<file path="src/rtl/incr_priority_arbiter.sv">
// Fixed-priority arbiter for counter-increment requests sharing one datapath.
// Requests are edge-detected into pending latches, and one is granted per
// 12-cycle timepulse slot when the sequencer is not using the datapath.
module incr_priority_arbiter #(
  parameter int NREQ = 8,
  parameter int IDXW = 3,
  parameter int TMO  = 12
) (
  input  logic            clk,
  input  logic            rst,
  input  logic [NREQ-1:0] req,
  input  logic            busy,
  input  logic            ack,
  output logic            grant_vld,
  output logic [IDXW-1:0] grant_idx,
  output logic [NREQ-1:0] done,
  output logic [NREQ-1:0] pend,
  output logic [3:0]      tp,
  output logic            overrun,
  output logic            tmo_err
);

  typedef enum logic [1:0] {
    IDLE,
    GRANT,
    DONE
  } state_t;

  state_t          state;
  logic [NREQ-1:0] req_q;
  logic [NREQ-1:0] rise;
  logic [NREQ-1:0] clr;
  logic [IDXW-1:0] win_idx;
  logic [IDXW-1:0] idx_q;
  logic [7:0]      cnt;

  assign rise = req & ~req_q;

  // Lowest pending index wins; scanning downward lets index 0 override all others.
  always_comb begin
    win_idx = '0;
    for (int i = NREQ - 1; i >= 0; i--) begin
      if (pend[i]) win_idx = IDXW'(i);
    end
  end

  // The pending bit of the granted requester is released when its ack arrives.
  always_comb begin
    clr = '0;
    if (state == GRANT && ack) clr = NREQ'(1) << idx_q;
  end

  // Free-running timepulse slot counter, 0..11.
  always_ff @(posedge clk or negedge rst) begin
    if (!rst) tp <= 4'd0;
    else if (tp == 4'd11) tp <= 4'd0;
    else tp <= tp + 4'd1;
  end

  // Edge detection, pending latches and sticky overrun; a new rise wins over a same-cycle clear.
  always_ff @(posedge clk or negedge rst) begin
    if (!rst) begin
      req_q   <= '0;
      pend    <= '0;
      overrun <= 1'b0;
    end else begin
      req_q <= req;
      pend  <= (pend & ~clr) | rise;
      if (|(rise & pend & ~clr)) overrun <= 1'b1;
    end
  end

  // Grant FSM with registered grant, done and timeout outputs.
  always_ff @(posedge clk or negedge rst) begin
    if (!rst) begin
      state     <= IDLE;
      idx_q     <= '0;
      cnt       <= '0;
      grant_vld <= 1'b0;
      grant_idx <= '0;
      done      <= '0;
      tmo_err   <= 1'b0;
    end else begin
      done    <= '0;
      tmo_err <= 1'b0;
      case (state)
        IDLE: begin
          if (tp == 4'd11 && !busy && |pend) begin
            state     <= GRANT;
            idx_q     <= win_idx;
            grant_idx <= win_idx;
            grant_vld <= 1'b1;
            cnt       <= '0;
          end
        end
        GRANT: begin
          if (ack) begin
            state     <= DONE;
            grant_vld <= 1'b0;
            grant_idx <= '0;
            done      <= NREQ'(1) << idx_q;
          end else if (cnt == 8'(TMO - 1)) begin
            state     <= IDLE;
            grant_vld <= 1'b0;
            grant_idx <= '0;
            tmo_err   <= 1'b1;
          end else begin
            cnt <= cnt + 8'd1;
          end
        end
        DONE: begin
          state <= IDLE;
        end
        default: begin
          state <= IDLE;
        end
      endcase
    end
  end

endmodule

</file>
<file path="config.mk">
export PLATFORM = sky130hd
export DESIGN_NAME = incr_priority_arbiter
export DESIGN_NICKNAME = d
export VERILOG_FILES = /design/src/rtl/incr_priority_arbiter.sv
export SDC_FILE = /design/constraint.sdc
export NUM_CORES = 1
export LEC_CHECK = 0
export CAP_MARGIN = 10
export CORE_ASPECT_RATIO = 1.4
export CORE_UTILIZATION = 50
export DETAILED_ROUTE_END_ITERATION = 8
export PLACE_DENSITY = 0.86
export SLEW_MARGIN = 20
export SYNTH_ARGS = -nofsm -noshare
export SYNTH_HDL_FRONTEND = slang
export SYNTH_SLANG_ARGS = --single-unit
export TNS_END_PERCENT = 20
</file>
<file path="constraint.sdc">
create_clock -name clk -period 2.6 [get_ports clk]
set_input_delay 0.52 -clock clk [delete_from_list [all_inputs] [get_ports clk]]
set_output_delay 0.52 -clock clk [all_outputs]
set_load 0.01 [all_outputs]
</file>
==> results of run 1 <==
-- worst reg2reg max path, cell delays in order (launching register included) --
cell       delay, ns
dfrtp_1         0.43
or3_1           0.42
or2_2           0.32
a2111oi_0       0.67
a21o_1          0.14
-- power by group through the flow --
stage	clock network [mW]	logic, mW	registers [mW]
floorplan	0	0.0321	0.772
CTS	0.435	0.0860	0.759
global placement	0	0.0836	0.773
detailed placement	0	0.0863	0.773
global route	0.462	0.0946	0.761
finish	0.426	0.0842	0.759
-- state kept, by name, summed over array words and instances (netlist names) --
| signal | cells |
|---|---|
| pend | 8 |
| overrun | 1 |
| tmo_err | 1 |
| req_q | 8 |
| grant_idx | 3 |
| idx_q | 3 |
| grant_vld | 1 |
| state | 2 |
| cnt | 8 |
| tp | 4 |
| done | 8 |
-- cell families (layout without fill, tap and decap cells) --
| kind of cell | Yosys count | in the layout | share of synthesized area [%] |
|---|---|---|---|
| AOI/OAI and AO/OA | 35 | 35 | 12.4 |
| xor gates and xnor gates | 3 | 3 | 1.37 |
| adders and majority gates | 2 | 2 | 1.31 |
| buffers and inverters | 7 | 55 | 1.44 |
| DFF | 47 | 47 | 61.4 |
| muxes | 4 | 4 | 2.16 |
| and+or+nand+nor | 68 | 68 | 19.9 |
-- path summary, 6_finish.rpt --
check                        startpoint           end  slack [ns]  cells past startpoint
min in group clk           grant_idx[1]  grant_idx[1]        0.49                      1
setup / recovery                   busy      idx_q[1]        0.42                      5
hold reg to reg            grant_idx[1]  grant_idx[1]        0.49                      1
max in group asynchronous           rst       done[1]        1.97                      2
setup reg to reg               state[1]      idx_q[1]        0.56                      4
hold / removal                      rst      req_q[5]        0.07                      1
-- cell usage after synthesis, drive strengths merged --
master,instances
buf,1
nor2,12
nand2,15
or2,1
nor3b,3
nand4,2
a2111oi,1
nand3,6
inv,6
o31ai,2
nand3b,4
a211oi,2
nor2b,3
nor4,3
nand2b,9
o2bb2ai,1
or4,2
or3,2
xnor2,1
a21oi,2
o221ai,1
mux2,1
and2,1
a211o,1
mux2i,3
nor3,2
xor2,2
ha,2
o21ai,14
a21o,8
o22ai,3
dfrtp,47
or3b,1
and3,2
-- through the flow --
step | hold slack (ns) | util, %
detailed placement | 0.399 | 64.7
floorplan | 0.224 | -
CTS | 0.0755 | 67.1
global placement | 0.404 | 64.7
finish | 0.0720 | 67.1
global route | 0.0907 | 67.1
-- cell type report --
| class | instances | area share, % |
|---|---|---|
| well taps | 42 | 2.15 |
| repair buffers | 41 | 16.2 |
| multi-input cells | 112 | 29.1 |
| clock buffers | 6 | 2.97 |
| flip-flops and latches | 47 | 48.1 |
| clock inverters | 2 | 0.512 |
| inverters | 6 | 0.922 |
-- metal layers --
| layer | up-vias | track usage, % | share of wire, % |
|---|---|---|---|
| met1 | 698 | 26.1 | 42 |
| met5 | - | 0 | 0 |
| met3 | 6 | 5.45 | 4.4 |
| li1 | 682 | - | - |
| met4 | 0 | 6.84 | 1.3 |
| met2 | 38 | 37.0 | 52 |
==> flow_summary.toml, run 1 <==
[layout]
final_cells = 256
layout_commonest_cell = "dfrtp_1"
diodes = 0
fin_area_um2 = 2440
multi_input_area_um2 = 712
nets = 227
mostFrequentLayoutCells = "dfrtp_1, clkdlybuf4s50_1, nand2_1, nor2_1, o21ai_0"
seq_area_um2 = 1180
n_fill_cell = 292
syn_to_final_growth_pct = 27.6
drive_gt1_share_pct = 8.41

[critical_path]
worstSetupEndpointType = "register"
critPathLaunchType = "primary input"
worst-setup-path-type = "primary input to register"
cp.buffers_inverters = 1
arrival_ns = 2.42
crit_chain = "clkdlybuf4s50_1, or3_1, or2_2, a2111oi_0, a21o_1"
cp_top_family = "compound AO/OA/AOI/OAI gates"
slowest_stage = "a2111oi_0"
cp_slowest_stage_delay_ns = 0.67
cp.required_ns = 2.84
path_max_fanout = 3

[pwr]
ir_worst_vdd_mv = 0.455
power.total_mw = 1.27
power_per_cell_area_nw_per_um2 = 519
leakage_nw = 1.10
p_sw_share_pct = 23.1
power_switching_uw = 293
internal_power_uw = 976
seqPwrFrac_pct = 59.8
pwr-share-clk_pct = 33.6
power_frac_comb_pct = 6.6

[placement]
gp_congestion = 0.810
place_inst = 248
port_buffers = 37
placed_area_um2 = 2360
place_worst_setup_slack_ns = 0.235
dp_hpwl_um = 2810

[sta]
setup_ws_ns = 0.423
tightestPinTransition_ns = 0.825
slew_headroom_pct = 43.6
setup_violations = 0
period_needed_ns = 2.18
rsz0062_at_grt = "false"
clock-skew-final_ns = 0.00639
finalHoldViolCount = 0
finalMaxSlewViolations = 0
post-route-period-util_pct = 83.7
fin_tns_setup_ns = 0
maxClockFrequency_mhz = 459

[synth]
ys_types = 39
synth_nets = 180
synth_top_area_share_pct = 61.4
syn-instance-count = 166
ys_ff_latch = 47
ys_warn_count = 0
synth_area_leaders = "dfrtp_1, a21o_1, nand2_1"
netlist_area_um2 = 1920
yosysSeqAreaShare_pct = 61.4
syn_area_per_cell_um2 = 11.5
synth_top_area_cell = "dfrtp_1"

[status]
status = "finished, final reports clean"

[floorplan]
io_pins = 38
dieArea_um2 = 4090
fp-row-count = 26
core-area_um2 = 3640
die_h_um = 75.2
initial_core_util_pct = 52.6
die_w_um = 54.3

[cts]
h-tree-depth = 2
ctsHoldBuffers = 0
cts.clk_slew.worst_paths_ns = 0.08
numCtsBuffers = 5
insertion_delay_ns = 0.30
tritoncts = "yes"
cts.repair_timing.setup_buffer_count = 0
cts.sinks = 47
post_cts_resized = 0
cts_buffer_depth = 2
cts_root_buf = "clkbuf_8"

[global_routing]
antenna_found_initial = 0
grt_start_max_net_pins = 24
grt.total_usage_pct = 21.6
grt_overflow = 0
first_global_vias = 1357
grt_pass1_wl_um = 6080

[routing]
ant_nets = 0
drt_pass1_iterations = 4
num_vias = 1424
drt_iter0_drc = 34
drc = 0
wl_per_cell_um = 14.9
vias_per_cell = 5.56
wl_um = 3810

[job]
drv_cap = 0

[hold_path]
hold_class = "primary input to async pin"
(Power assumes the default switching activity.)
==> run 2: changes to the inputs <==
clock period = 2.26 ns   (was 2.6 ns; I/O delays follow)
==> run 2 against run 1 <==
  * Via count is 2.6% higher
  * First-iteration DRC count is 26% lower
  * Power is 15% higher
  * Clock power is 14% higher
  * Largest power group unchanged
  * Clock skew hardly changed
  * Register-to-register slack worse by 0.30 ns
  * Global-route usage is 2.0 points higher
==> flow_summary.toml, run 2 (synthesis gave the netlist of run 1 again) <==
[status]
status = "finished, final reports clean"

[routing]
ant_nets = 0
num_vias = 1461
wl_um = 4120
vias_per_cell = 5.60
drc = 0
drt_pass1_iterations = 4
drt_iter0_drc = 25
wl_per_cell_um = 15.8

[pwr]
power_switching_uw = 336
pwr-share-clk_pct = 33.3
p_sw_share_pct = 23.0
power.total_mw = 1.46
leakage_nw = 1.12
power_frac_comb_pct = 6.9
power_per_cell_area_nw_per_um2 = 589
seqPwrFrac_pct = 59.8
internal_power_mw = 1.12
ir_worst_vdd_mv = 0.497

[floorplan]
dieArea_um2 = 4090
fp-row-count = 26
io_pins = 38
initial_core_util_pct = 52.6
die_w_um = 54.3
die_h_um = 75.2
core-area_um2 = 3640

[job]
drv_cap = 0

[sta]
clock-skew-final_ns = 0.00672
post-route-period-util_pct = 88.4
setup_violations = 0
rsz0062_at_grt = "false"
fin_tns_setup_ns = 0
tightestPinTransition_ns = 0.561
period_needed_ns = 2.00
finalHoldViolCount = 0
maxClockFrequency_mhz = 500
finalMaxSlewViolations = 0
slew_headroom_pct = 62.6

[hold_path]
hold_class = "primary input to async pin"

[critical_path]
worst-setup-path-type = "register to register"
path_max_fanout = 7
cp.required_ns = 2.43
arrival_ns = 2.17
worstSetupEndpointType = "register"
critPathLaunchType = "register"

[global_routing]
grt.total_usage_pct = 23.5
first_global_vias = 1473
grt_overflow = 0
grt_pass1_wl_um = 6660
antenna_found_initial = 0
grt_start_max_net_pins = 26

[placement]
dp_hpwl_um = 3060
port_buffers = 37
gp_congestion = 0.827
placed_area_um2 = 2400

[layout]
n_fill_cell = 284
mostFrequentLayoutCells = "dfrtp_1, clkdlybuf4s50_1, nand2_1, nor2_1, o21ai_0"
multi_input_area_um2 = 712
fin_area_um2 = 2480
diodes = 0
nets = 232
seq_area_um2 = 1180
drive_gt1_share_pct = 10.5
syn_to_final_growth_pct = 29.5
layout_commonest_cell = "dfrtp_1"

[cts]
cts.sinks = 47
cts.repair_timing.setup_buffer_count = 0
h-tree-depth = 2
post_cts_resized = 0
ctsHoldBuffers = 0
cts_root_buf = "clkbuf_8"
numCtsBuffers = 5
cts.clk_slew.worst_paths_ns = 0.08
tritoncts = "yes"
cts_buffer_depth = 2
insertion_delay_ns = 0.30
-- run 2: layer usage --
layer | up-vias | part of all wire, % | global-route usage (%)
met3 | 7 | 4.1 | 4.65
met4 | 0 | 1.7 | 10.8
met2 | 36 | 54 | 40.2
met1 | 725 | 40 | 27.8
met5 | - | 0 | 0
li1 | 693 | - | -
-- run 2: layout make-up --
cell class | instances | area share, %
clock buffers | 6 | 2.92
flip-flops and latches | 47 | 47.4
multi-input cells | 112 | 28.7
repair buffers | 46 | 17.4
well taps | 42 | 2.12
inverters | 6 | 0.908
clock inverters | 2 | 0.504
-- run 2: power groups by stage --
stage	registers (mW)	logic, mW	clock network, mW
2_1_floorplan	0.889	0.0370	0
3_3_place_gp	0.889	0.0986	0
3_5_place_dp	0.890	0.102	0
4_1_cts	0.874	0.102	0.495
5_1_grt	0.876	0.113	0.526
6_report	0.874	0.101	0.486
-- run 2: path summary, 6_finish.rpt --
kind	startpoint	end	slack, ns	cells past startpoint
min in group clk	grant_idx[0]	grant_idx[0]	0.48	1
max	state[1]	overrun	0.26	4
min	rst	tp[3]	0.14	1
max reg2reg	state[1]	overrun	0.26	4
max in group asynchronous	rst	cnt[2]	1.53	2
min reg2reg	grant_idx[0]	grant_idx[0]	0.48	1
-- run 2: stage by stage --
| stage | utilization (%) | hold slack (ns) | worst slack, ns | instances |
|---|---|---|---|---|
| after global routing | 68.1 | 0.177 | 0.130 | 261 |
| after floorplan | - | 0.156 | 0.432 | 166 |
| final | 68.1 | 0.138 | 0.261 | 261 |
| after detailed placement | 65.8 | 0.469 | 0.0283 | 253 |
| after global placement | 65.8 | 0.464 | 0.0818 | 253 |
| after CTS | 68.1 | 0.144 | 0.262 | 261 |
-- run 2: critical path, stage by stage, from the launching register on --
cell	delay, ns
dfrtp_1	0.43
or3b_1	0.54
nor3_4	0.26
o221ai_1	0.12
or4_1	0.53
